### src/rtl/ram_stream_reader_if.sv
// rtl/ram_stream_reader_if.sv - output stream bundle for ram_stream_reader
interface ram_stream_reader_if #(
  parameter int DATA_W = 16
);
  logic              m_valid;
  logic              m_ready;
  logic [DATA_W-1:0] m_data;
  logic              m_last;

  modport master (output m_valid, output m_data, output m_last, input m_ready);
  modport slave  (input m_valid, input m_data, input m_last, output m_ready);
endinterface

### src/rtl/ram_stream_reader.sv
// rtl/ram_stream_reader.sv - streams a block of words from an async-read RAM port
module ram_stream_reader #(
  parameter int ADDR_W = 6,
  parameter int DATA_W = 16
) (
  input  logic                 i_clk,
  input  logic                 i_rst_n,
  input  logic                 i_start,
  input  logic [ADDR_W-1:0]    i_base,
  input  logic [ADDR_W:0]      i_len,
  input  logic                 i_abort,
  output logic [ADDR_W-1:0]    o_rd_addr,
  input  logic [DATA_W-1:0]    i_rd_data,
  ram_stream_reader_if.master  m_if,
  output logic                 o_busy,
  output logic                 o_done,
  output logic [DATA_W-1:0]    o_chk
);

  typedef enum logic [1:0] {S_IDLE, S_RUN, S_DRAIN} state_t;

  state_t              r_state;
  state_t              w_next;
  logic [ADDR_W-1:0]   r_rd_addr;
  logic [ADDR_W:0]     r_remaining;
  logic                r_m_valid;
  logic                r_m_last;
  logic [DATA_W-1:0]   r_m_data;
  logic                r_done;
  logic [DATA_W-1:0]   r_chk;

  logic w_accept;
  logic w_empty;
  logic w_abort;
  logic w_hs;
  logic w_load;
  logic w_rem_one;

  assign w_accept  = (r_state == S_IDLE) && i_start && (i_len != '0);
  assign w_empty   = (r_state == S_IDLE) && i_start && (i_len == '0);
  assign w_abort   = (r_state != S_IDLE) && i_abort;
  assign w_rem_one = (r_remaining == (ADDR_W+1)'(1));
  // abort masks both the handshake and the load of the same cycle
  assign w_hs      = r_m_valid && m_if.m_ready && !w_abort;
  assign w_load    = (r_state == S_RUN) && (r_remaining != '0) &&
                     (!r_m_valid || m_if.m_ready) && !w_abort;

  always_ff @(posedge i_clk or negedge i_rst_n) begin
    if (!i_rst_n) begin
      r_state <= S_IDLE;
    end else begin
      r_state <= w_next;
    end
  end

  always_comb begin
    w_next = r_state;
    case (r_state)
      S_IDLE: begin
        if (w_accept) w_next = S_RUN;
      end
      S_RUN: begin
        if (w_abort)                 w_next = S_IDLE;
        else if (w_load && w_rem_one) w_next = S_DRAIN;
      end
      S_DRAIN: begin
        if (w_abort)               w_next = S_IDLE;
        else if (w_hs && r_m_last) w_next = S_IDLE;
      end
      default: w_next = S_IDLE;
    endcase
  end

  always_ff @(posedge i_clk or negedge i_rst_n) begin
    if (!i_rst_n) begin
      r_rd_addr   <= '0;
      r_remaining <= '0;
      r_m_valid   <= 1'b0;
      r_m_last    <= 1'b0;
      r_m_data    <= '0;
      r_done      <= 1'b0;
      r_chk       <= '0;
    end else begin
      r_done <= w_empty || ((r_state == S_DRAIN) && w_hs && r_m_last);

      if (w_accept) begin
        r_rd_addr   <= i_base;
        r_remaining <= i_len;
      end else if (w_load) begin
        r_rd_addr   <= r_rd_addr + 1'b1;
        r_remaining <= r_remaining - (ADDR_W+1)'(1);
      end

      if (w_load) begin
        r_m_data <= i_rd_data;
      end

      if (w_abort) begin
        r_m_valid <= 1'b0;
        r_m_last  <= 1'b0;
      end else if (w_load) begin
        r_m_valid <= 1'b1;
        r_m_last  <= w_rem_one;
      end else if (w_hs) begin
        r_m_valid <= 1'b0;
      end

      if (w_accept || w_empty) begin
        r_chk <= '0;
      end else if (w_hs) begin
        r_chk <= r_chk ^ r_m_data;
      end
    end
  end

  assign o_rd_addr    = r_rd_addr;
  assign o_busy       = (r_state != S_IDLE);
  assign o_done       = r_done;
  assign o_chk        = r_chk;
  assign m_if.m_valid = r_m_valid;
  assign m_if.m_data  = r_m_data;
  assign m_if.m_last  = r_m_last;

endmodule
### src/flat_wrapper.sv
// flat-port wrapper written by rule: the top's interface ports become plain ports
module ram_stream_reader_flat 
#(
  parameter int ADDR_W = 6,
  parameter int DATA_W = 16
)
  (i_clk, i_rst_n, i_start, i_base, i_len, i_abort, o_rd_addr, i_rd_data, o_busy, o_done, o_chk, m_if_m_valid, m_if_m_data, m_if_m_last, m_if_m_ready);
  ram_stream_reader_if #(.DATA_W(DATA_W)) m_if_i ();
  input  logic i_clk;
  input  logic i_rst_n;
  input  logic i_start;
  input  logic [ADDR_W-1:0] i_base;
  input  logic [ADDR_W:0] i_len;
  input  logic i_abort;
  output logic [ADDR_W-1:0] o_rd_addr;
  input  logic [DATA_W-1:0] i_rd_data;
  output logic o_busy;
  output logic o_done;
  output logic [DATA_W-1:0] o_chk;
  output wire logic [$bits(m_if_i.m_valid)-1:0] m_if_m_valid;
  output wire logic [$bits(m_if_i.m_data)-1:0] m_if_m_data;
  output wire logic [$bits(m_if_i.m_last)-1:0] m_if_m_last;
  input wire logic [$bits(m_if_i.m_ready)-1:0] m_if_m_ready;
  assign m_if_m_valid = m_if_i.m_valid;
  assign m_if_m_data = m_if_i.m_data;
  assign m_if_m_last = m_if_i.m_last;
  assign m_if_i.m_ready = m_if_m_ready;
  ram_stream_reader #(.ADDR_W(ADDR_W), .DATA_W(DATA_W)) u_core (.i_clk(i_clk), .i_rst_n(i_rst_n), .i_start(i_start), .i_base(i_base), .i_len(i_len), .i_abort(i_abort), .o_rd_addr(o_rd_addr), .i_rd_data(i_rd_data), .m_if(m_if_i), .o_busy(o_busy), .o_done(o_done), .o_chk(o_chk));
endmodule
### config.mk
export PLATFORM = sky130hd
export DESIGN_NAME = ram_stream_reader_flat
export DESIGN_NICKNAME = d
export VERILOG_FILES = /design/src/rtl/ram_stream_reader_if.sv /design/src/rtl/ram_stream_reader.sv /design/src/flat_wrapper.sv
export SDC_FILE = /design/constraint.sdc
export NUM_CORES = 1
export LEC_CHECK = 0
export BUFFER_PORTS_ARGS = -buffer_cell sky130_fd_sc_hd__buf_2
export CORE_MARGIN = 8
export CORE_UTILIZATION = 50
export DETAILED_ROUTE_END_ITERATION = 10
export PLACE_DENSITY = 0.91
export SLEW_MARGIN = 20
export SYNTH_ARGS = -nofsm -noshare
export SYNTH_HDL_FRONTEND = slang
export SYNTH_SLANG_ARGS = --single-unit
### constraint.sdc
create_clock -name i_clk -period 2.7 [get_ports i_clk]
set_input_delay 0.81 -clock i_clk [delete_from_list [all_inputs] [get_ports i_clk]]
set_output_delay 0.81 -clock i_clk [all_outputs]
set_load 0.05 [all_outputs]
==> results of run 1 <==
## state kept, by name, summed over array words and instances (netlist names)
signal,flops
u_core.m_if.m_valid,1
u_core.r_state,2
u_core.m_if.m_data,16
u_core.m_if.m_last,1
u_core.o_rd_addr,6
u_core.o_done,1
u_core.o_chk,16
u_core.r_remaining,7
## area by class of cell
type                    instances  area share
clock buffers                   7      0.0263
multi-input cells             179       0.353
inverters                       5     0.00646
well taps                      54      0.0232
flip-flops and latches         50       0.430
repair buffers                 83       0.150
clock inverters                 1      0.0103
## cell usage after synthesis (2+ instances only)
cell / instances
nand2_1: 77
dfrtp_1: 50
nor2_1: 21
xor2_1: 17
a221o_1: 7
a21oi_1: 5
buf_2: 5
inv_1: 5
nand3_1: 5
nor3_1: 5
ha_1: 4
a21o_1: 3
nor4_1: 3
o21ai_0: 3
and3_1: 2
clkbuf_1: 2
nand3b_1: 2
nand4_1: 2
nor3b_1: 2
or2_2: 2
xnor2_1: 2
## critical path: stages
cell and delay, ps:
buf_2 110, or4_1 540, o41a_1 410, buf_4 200, a221o_1 350
## logic make-up after synthesis
family,synth area share
compound gates,0.103
flops,0.534
fa+ha+maj,0.0214
xor+xnor,0.0710
buf+inv,0.0299
simple gates,0.236
mux,0.00480
## report_power, final
group          internal, W  switching (W)  total [W]
combinational     0.000532        0.00150    0.00203
sequential         0.00106       0.000290    0.00135
clock             0.000277       0.000235   0.000512
## cells in the final DEF, fill, tap and decap left out, types with 3 or more instances in the layout
master    instances
a221o_1           7
nor2_1           21
xor2_1           17
ha_1              4
nand3_1           5
nand2_1          77
nor3_1            5
buf_2            75
o21ai_0           3
inv_1             5
a21oi_1           5
buf_4             8
dfrtp_1          50
a21o_1            3
clkbuf_8          5
nor4_1            3
## layer usage
layer / vias to the layer above / global-route usage / part of all wire
met2: 90 / 0.278 / 0.47
met3: 10 / 0.0595 / 0.093
li1: 968 / - / -
met4: 0 / 0.0518 / 0.015
met1: 966 / 0.205 / 0.42
met5: - / 0 / 0
## per-stage QoR
stage	setup slack [ps]	cells	hold slack [ps]
after floorplan	338	243	460
after global placement	210	371	477
after detailed placement	164	371	493
after CTS	491	379	513
after global routing	450	379	528
final	478	379	509
## worst max path at each step
stage	start	endpoint	slack [ps]	cells past startpoint
final	i_len[2]	u_core.o_rd_addr[3]	480	5
after global routing	i_len[2]	u_core.o_rd_addr[3]	450	5
after CTS	i_len[2]	u_core.o_rd_addr[3]	490	5
after detailed placement	i_len[2]	u_core.o_rd_addr[3]	160	5
after global placement	i_len[2]	u_core.o_rd_addr[2]	210	5
after floorplan	i_len[2]	u_core.o_rd_addr[3]	340	4
==> impl_metrics.yaml, run 1 <==
worst_setup_path:
  cp.required_ps: 2890
  critPathLaunchType: "primary input"
  crit_type: "in -> reg"
  cp.arrival_ps: 2410
  reg2reg_from: "u_core.r_remaining[4]"
  crit_fanout: 6
  r2r_slack_ps: 570
  crit-reg2reg-capture: "u_core.o_rd_addr[2]"
  end_kind: "flop"
  worstRegToRegCells: 5
final_layout:
  seqCellArea_um2: 1250
  fin_nets: 362
  fin_util: 0.628
  multi_input_area_um2: 1030
  stdcell_area_um2: 2910
  nFillCells: 411
  area_growth_pct: 24.0
  antennaDiodeCount: 0
  layout-drive-gt1-share: 0.305
status:
  status: "finished clean"
yosys:
  yosys-top-cells-area: "dfrtp_1 (53%), nand2_1 (12%), xor2_1 (6.4%)"
  syn_nets: 281
  synth-edff-count: 0
  synth-async-reset-ratio: 1.00
  synth-seq-cells: 50
  synth_cell_types: 40
  synth_top_area_cell: "dfrtp_1"
  ys_seq_area_frac: 0.534
  netlist_area_um2: 2340
  synthFlopType: "dfrtp_1"
  netlist_instances: 243
  avgSynthCellArea_um2: 9.64
  yosys_warnings: 0
  yosys.area.top_type_share: 0.534
timing:
  finalCritPeriodShare: 0.823
  tns_ps: 0
  setup-violations-final: 0
  grt_setup_unrepaired: "false"
  slew_viol_final: 0
  relSlewSlack: 0.547
  post-route-min-period_ps: 2220
  finClkSkew_ps: 5.18
  tightest_slew_ps: 680
  fmax_mhz: 450
  hold_viol: 0
pwr:
  p_total_w: 0.00390
  power_density_nw_per_um2: 1340
  vdd_drop_max_mv: 0.536
  p_leak_nw: 1.53
hold_path:
  whs_path_depth: 2
  min_to: "u_core.m_if.m_data[14]"
  hold_class: "reg -> reg"
  min-delay-start: "u_core.m_if.m_data[14]"
clocking:
  clk_latency_ps: 300
  cts_repair_resize_count: 0
  clockBufferDepth: 2
  cts.htree.levels: 2
  clk_pin_slew_ps: 90
  ctsHoldBuffers: 0
  cts_buffers: 5
  cts_tree: "done"
  root_buffer: "clkbuf_8"
  cts.sinks: 50
  cts_setup_buffers: 0
place:
  gp_congestion: 0.885
  dp_hpwl_um: 4420
  port_buffers: 75
  place_area_um2: 2800
die:
  die_h_um: 84.5
  initial_core_util: 0.506
  fp-row-count: 25
  coreArea_um2: 4630
  boundaryPins: 76
  die_area_um2: 7130
  die_w_um: 84.5
route:
  initialDrtViolationCount: 95
  route.detailed.drc: 0
  finalWirelength_um: 5830
  dr.pass1.iters: 4
  wl_per_cell_um: 15.4
  num_vias: 2034
  vias_per_cell: 5.37
  ant_nets: 0
global_route:
  antenna_found_initial: 0
  grt_pass1_vias: 2103
  grt_first_pass_wirelength_um: 9940
  grt_overflow_total: 0
  grt_max_degree: 33
  grt.total_usage: 0.170
run:
  cap_viol_max_count: 0
Power figures use the tool's default switching activity.
==> run 2, diff against run 1 <==
Settings changed: CORE_UTILIZATION 50 to 45, PLACE_DENSITY 0.91 to 0.87.
Clock period 2.7 ns to 1.8 ns, I/O delays scaled along.
==> run 2 against run 1 <==
Against the previous run: the run now ends with negative setup slack left; critical path type is now reg -> reg; power rose by 60%; critical endpoint is now u_core.o_rd_addr[2]; cell count rose by 10%; hold slack got worse by 310 ps; largest cell class unchanged; highest routed layer unchanged.
==> impl_metrics.yaml, run 2 (synthesis results as in run 1) <==
global_route:
  antenna_found_initial: 0
  grt_first_pass_wirelength_um: 9960
  grt_max_degree: 51
  grt_pass1_vias: 2177
  grt_overflow_total: 0
  grt.total_usage: 0.160
worst_setup_path:
  end_kind: "flop"
  r2r_slack_ps: -150
  worstRegToRegCells: 5
  worstPathCellList: "or4_4 -> o311a_4 -> nand2_8 -> o21bai_1 -> a221o_1"
  cp.required_ps: 1980
  crit_type: "reg -> reg"
  crit_path_top_delay_cell: "or4_4"
  path_buf_inv: 0
  cp.arrival_ps: 2140
  crit_path_max_incr_delay_ps: 570
  critPathLaunchType: "flop"
  reg2reg_from: "u_core.r_remaining[4]"
  worstSetupPathDepth: 5
  crit-reg2reg-capture: "u_core.o_rd_addr[2]"
  crit_fanout: 10
  worst_path_dominant_cell_family: "compound AO/OA/AOI/OAI gates"
route:
  route.detailed.drc: 0
  dr.pass1.iters: 4
  wl_per_cell_um: 14.6
  num_vias: 2108
  ant_nets: 0
  vias_per_cell: 5.06
  initialDrtViolationCount: 69
  finalWirelength_um: 6080
final_layout:
  seqCellArea_um2: 1250
  multi_input_area_um2: 1080
  fin_util: 0.633
  layout-drive-gt1-share: 0.372
  area_growth_pct: 37.1
  antennaDiodeCount: 0
  nFillCells: 423
  fin_nets: 384
  final_cell_mix: "nand2_1 (77), buf_2 (73), dfrtp_1 (48)"
  layout_commonest_cell: "nand2_1"
timing:
  post-route-min-period_ps: 1950
  finalCritPeriodShare: 1.09
  relSlewSlack: 0.763
  hold-worst-slack_ps: 203
  final.setup.worst_slack_ps: -154
  finClkSkew_ps: 12.6
  slew_viol_final: 0
  tightest_slew_ps: 355
  fmax_mhz: 512
  grt_setup_unrepaired: "true"
  hold_viol: 0
  setup-violations-final: 28
clocking:
  ctsHoldBuffers: 0
  clk_pin_slew_ps: 100
  root_buffer: "clkbuf_8"
  clockBufferDepth: 2
  cts_tree: "done"
  cts_buffers: 5
  cts.htree.levels: 2
  cts.sinks: 50
  clk_latency_ps: 300
die:
  die_area_um2: 7770
  initial_core_util: 0.462
  coreArea_um2: 5070
  fp-row-count: 26
  die_w_um: 88.2
  boundaryPins: 76
  die_h_um: 88.2
hold_path:
  hold_class: "in -> async"
pwr:
  vdd_drop_max_mv: 1.14
  p_switching_w: 0.00316
  p_comb_frac: 0.551
  power_density_nw_per_um2: 1940
  switching_share: 0.507
  internal_power_w: 0.00306
  clock_power_share: 0.131
  p_seq_frac: 0.319
  p_leak_nw: 1.67
  p_total_w: 0.00622
place:
  port_buffers: 75
  gp_congestion: 0.905
  place_ws_ps: -471
  dp_hpwl_um: 4530
status:
  violations: "negative setup slack"
  status: "complete, but fails checks"
run:
  cap_viol_max_count: 0
-- run 2: power groups by stage --
stage / sequential (W) / clock (W) / combinational, W
2_1_floorplan: 0.00335 / 0 / 0.00100
3_3_place_gp: 0.00196 / 0 / 0.00327
3_5_place_dp: 0.00198 / 0 / 0.00333
4_1_cts: 0.00197 / 0.000839 / 0.00344
5_1_grt: 0.00205 / 0.000892 / 0.00366
6_report: 0.00198 / 0.000812 / 0.00343
-- run 2: worst max path at each step --
stage	from	end	slack, ps
after floorplan	i_len[2]	u_core.o_rd_addr[3]	-280
after global placement	i_len[2]	u_core.o_rd_addr[0]	-430
after detailed placement	i_len[2]	u_core.o_rd_addr[4]	-470
after CTS	u_core.r_remaining[4]	u_core.o_rd_addr[2]	-150
after global routing	u_core.r_remaining[4]	u_core.m_if.m_data[14]	-220
final	u_core.r_remaining[4]	u_core.o_rd_addr[2]	-150
-- run 2: what timing repair did --
action | 4_1_cts | 5_1_grt
endpoints found under the setup margin | 30 | 45
buffers inserted | 5 | 1
resized for setup | 11 | 5
pin swaps | 5 | 1
-- run 2: metrics by stage --
stage	setup TNS (ps)	cell area [µm²]	std cells
floorplan	-3050	2390	243
global placement	-5910	2990	404
detailed placement	-6880	2990	404
CTS	-2620	3180	416
global route	-5040	3210	417
finish	-2710	3210	417
-- run 2: cell type report --
class | count | area share
Inverter | 5 | 0.00584
Tap cell | 70 | 0.0273
Clock buffer | 5 | 0.0214
Clock inverter | 3 | 0.0148
Timing Repair Buffer | 105 | 0.205
Sequential cell | 50 | 0.390
Multi-Input combinational cell | 179 | 0.335
-- run 2: per-layer routing --
| metal | vias up | GRT usage | part of all wire |
|---|---|---|---|
| li1 | 1018 | - | - |
| met1 | 1026 | 0.196 | 0.43 |
| met2 | 58 | 0.276 | 0.51 |
| met3 | 6 | 0.0244 | 0.052 |
| met4 | 0 | 0.0538 | 0.013 |
| met5 | - | 0 | 0 |
==> run 3, diff against run 2 <==
Settings changed: SETUP_SLACK_MARGIN set to 0.1.
==> run 3 against run 2 <==
Against the previous run: the run still ends with negative setup slack left; register-to-register slack hardly changed; maximum frequency is 0.75% lower; worst setup slack worse by 15 ps; cell area is 3.3% higher; critical endpoint is now u_core.r_remaining[1]; via count is 1.3% higher; non-clock buffer count is 4 higher; highest routed layer unchanged; sequential power hardly changed.
==> impl_metrics.yaml, run 3 (synthesis results as in run 1) <==
status:
  violations: "negative setup slack"
  status: "complete, but fails checks"
worst_setup_path:
  worstSetupPathDepth: 5
  crit_path_max_incr_delay_ps: 550
  path_buf_inv: 1
  cp-endpoint: "u_core.r_remaining[1]"
  critPathLaunch: "u_core.r_remaining[3]"
  r2r_slack_ps: -170
  critPathLaunchType: "flop"
  end_kind: "flop"
  worstPathCellList: "or4_4 -> o311a_4 -> a21oi_4 -> buf_4 -> a221o_1"
  crit_type: "reg -> reg"
  crit_fanout: 7
  crit-reg2reg-capture: "u_core.r_remaining[1]"
  crit_path_top_delay_cell: "or4_4"
  cp.required_ps: 2040
  cp.arrival_ps: 2210
  worst_path_dominant_cell_family: "compound AO/OA/AOI/OAI gates"
  reg2reg_from: "u_core.r_remaining[3]"
  worstRegToRegCells: 5
clocking:
  cts_buffers: 5
  clk_latency_ps: 300
  root_buffer: "clkbuf_8"
  clockBufferDepth: 2
  clk_pin_slew_ps: 100
  cts_tree: "done"
  cts.sinks: 50
  cts.htree.levels: 2
run:
  cap_viol_max_count: 0
place:
  place_ws_ps: -459
  dp_cells: 402
  port_buffers: 75
  gp_congestion: 0.946
  dp_hpwl_um: 4900
timing:
  post-route-min-period_ps: 1970
  tns_ps: -2830
  final.setup.worst_slack_ps: -169
  setup-violations-final: 29
  fmax_mhz: 508
  grt_setup_unrepaired: "true"
  tightest_slew_ps: 444
  hold_viol: 0
  slew_viol_final: 0
  finalCritPeriodShare: 1.09
  finClkSkew_ps: 9.77
  relSlewSlack: 0.704
final_layout:
  fin_nets: 388
  fin_util: 0.654
  final_cell_mix: "nand2_1 (74), buf_2 (72), dfrtp_1 (48)"
  seqCellArea_um2: 1250
  layout_commonest_cell: "nand2_1"
  area_growth_pct: 41.6
  layout-drive-gt1-share: 0.405
  antennaDiodeCount: 0
  multi_input_area_um2: 1140
  nFillCells: 421
  fin_cells: 421
die:
  die_h_um: 88.2
  boundaryPins: 76
  fp-row-count: 26
  initial_core_util: 0.462
  die_area_um2: 7770
  coreArea_um2: 5070
  die_w_um: 88.2
pwr:
  power_density_nw_per_um2: 1890
  p_leak_nw: 1.71
  vdd_drop_max_mv: 1.09
global_route:
  grt_max_degree: 33
  grt_overflow_total: 0
  antenna_found_initial: 0
  grt_pass1_vias: 2210
  grt_first_pass_wirelength_um: 10600
  grt.total_usage: 0.174
hold_path:
  hold_class: "in -> async"
route:
  wl_per_cell_um: 15.6
  dr.pass1.iters: 4
  ant_nets: 0
  route.detailed.drc: 0
  num_vias: 2136
  initialDrtViolationCount: 68
  finalWirelength_um: 6570
  vias_per_cell: 5.07
## run 3: changes by cell type in the layout (fill, tap and decap cells not counted), sizes merged
cell    before  now
buf        105  109
bufinv       1    0
clkbuf       5    6
clkinv       0    2
inv          7    5
## run 3: power breakdown
| part | internal [W] | leakage, nW | switching (W) | total [W] |
|---|---|---|---|---|
| sequential | 0.00159 | 0.636 | 0.000384 | 0.00198 |
| clock | 0.000317 | 0.0514 | 0.000379 | 0.000696 |
| combinational | 0.00112 | 1.02 | 0.00247 | 0.00359 |
| total | 0.00303 | 1.71 | 0.00323 | 0.00626 |
## run 3: worst min path at each step
stage	to	from	depth (start not counted)
floorplan	u_core.m_if.m_data[0]	i_rst_n	0
global placement	u_core.m_if.m_data[1]	u_core.m_if.m_data[1]	2
detailed placement	u_core.m_if.m_data[12]	u_core.m_if.m_data[12]	2
CTS	u_core.o_chk[9]	i_rst_n	1
global route	u_core.o_chk[9]	i_rst_n	1
finish	u_core.o_chk[9]	i_rst_n	1
## run 3: layer usage
metal  vias up  track usage  wire, µm
li1       1032            -         -
met1      1021        0.215      2740
met2        72        0.291      3360
met3        11       0.0281       324
met4         0       0.0768       146
met5         -            0         0
## run 3: worst register-to-register path: stages (launching register included)
cell and delay [ps]:
dfrtp_1 410, or4_4 550, o311a_4 390, a21oi_4 260
buf_4 160, a221o_1 140
## run 3: final cells by class
cell class / instances / share of cell area
tap: 70 / 0.0264
timing repair buffer: 109 / 0.218
inverter: 5 / 0.00566
clock inverter: 2 / 0.00528
clock buffer: 6 / 0.0249
multi-input combinational: 179 / 0.342
sequential: 50 / 0.378
## run 3: per-stage QoR
stage               instance area, µm²  power, W  hold slack, ps
CTS                               3230   0.00621             169
global route                      3320   0.00664             187
global placement                  2980   0.00521             469
finish                            3320   0.00626             166
detailed placement                2980   0.00533             480
floorplan                         2390   0.00435             244
## run 3: what timing repair did
item,CTS,global route
cloned,1,0
hold buffers,0,0
resized for setup,22,13
pin swaps,6,8
setup buffers,6,5
endpoints found under the setup margin,35,46
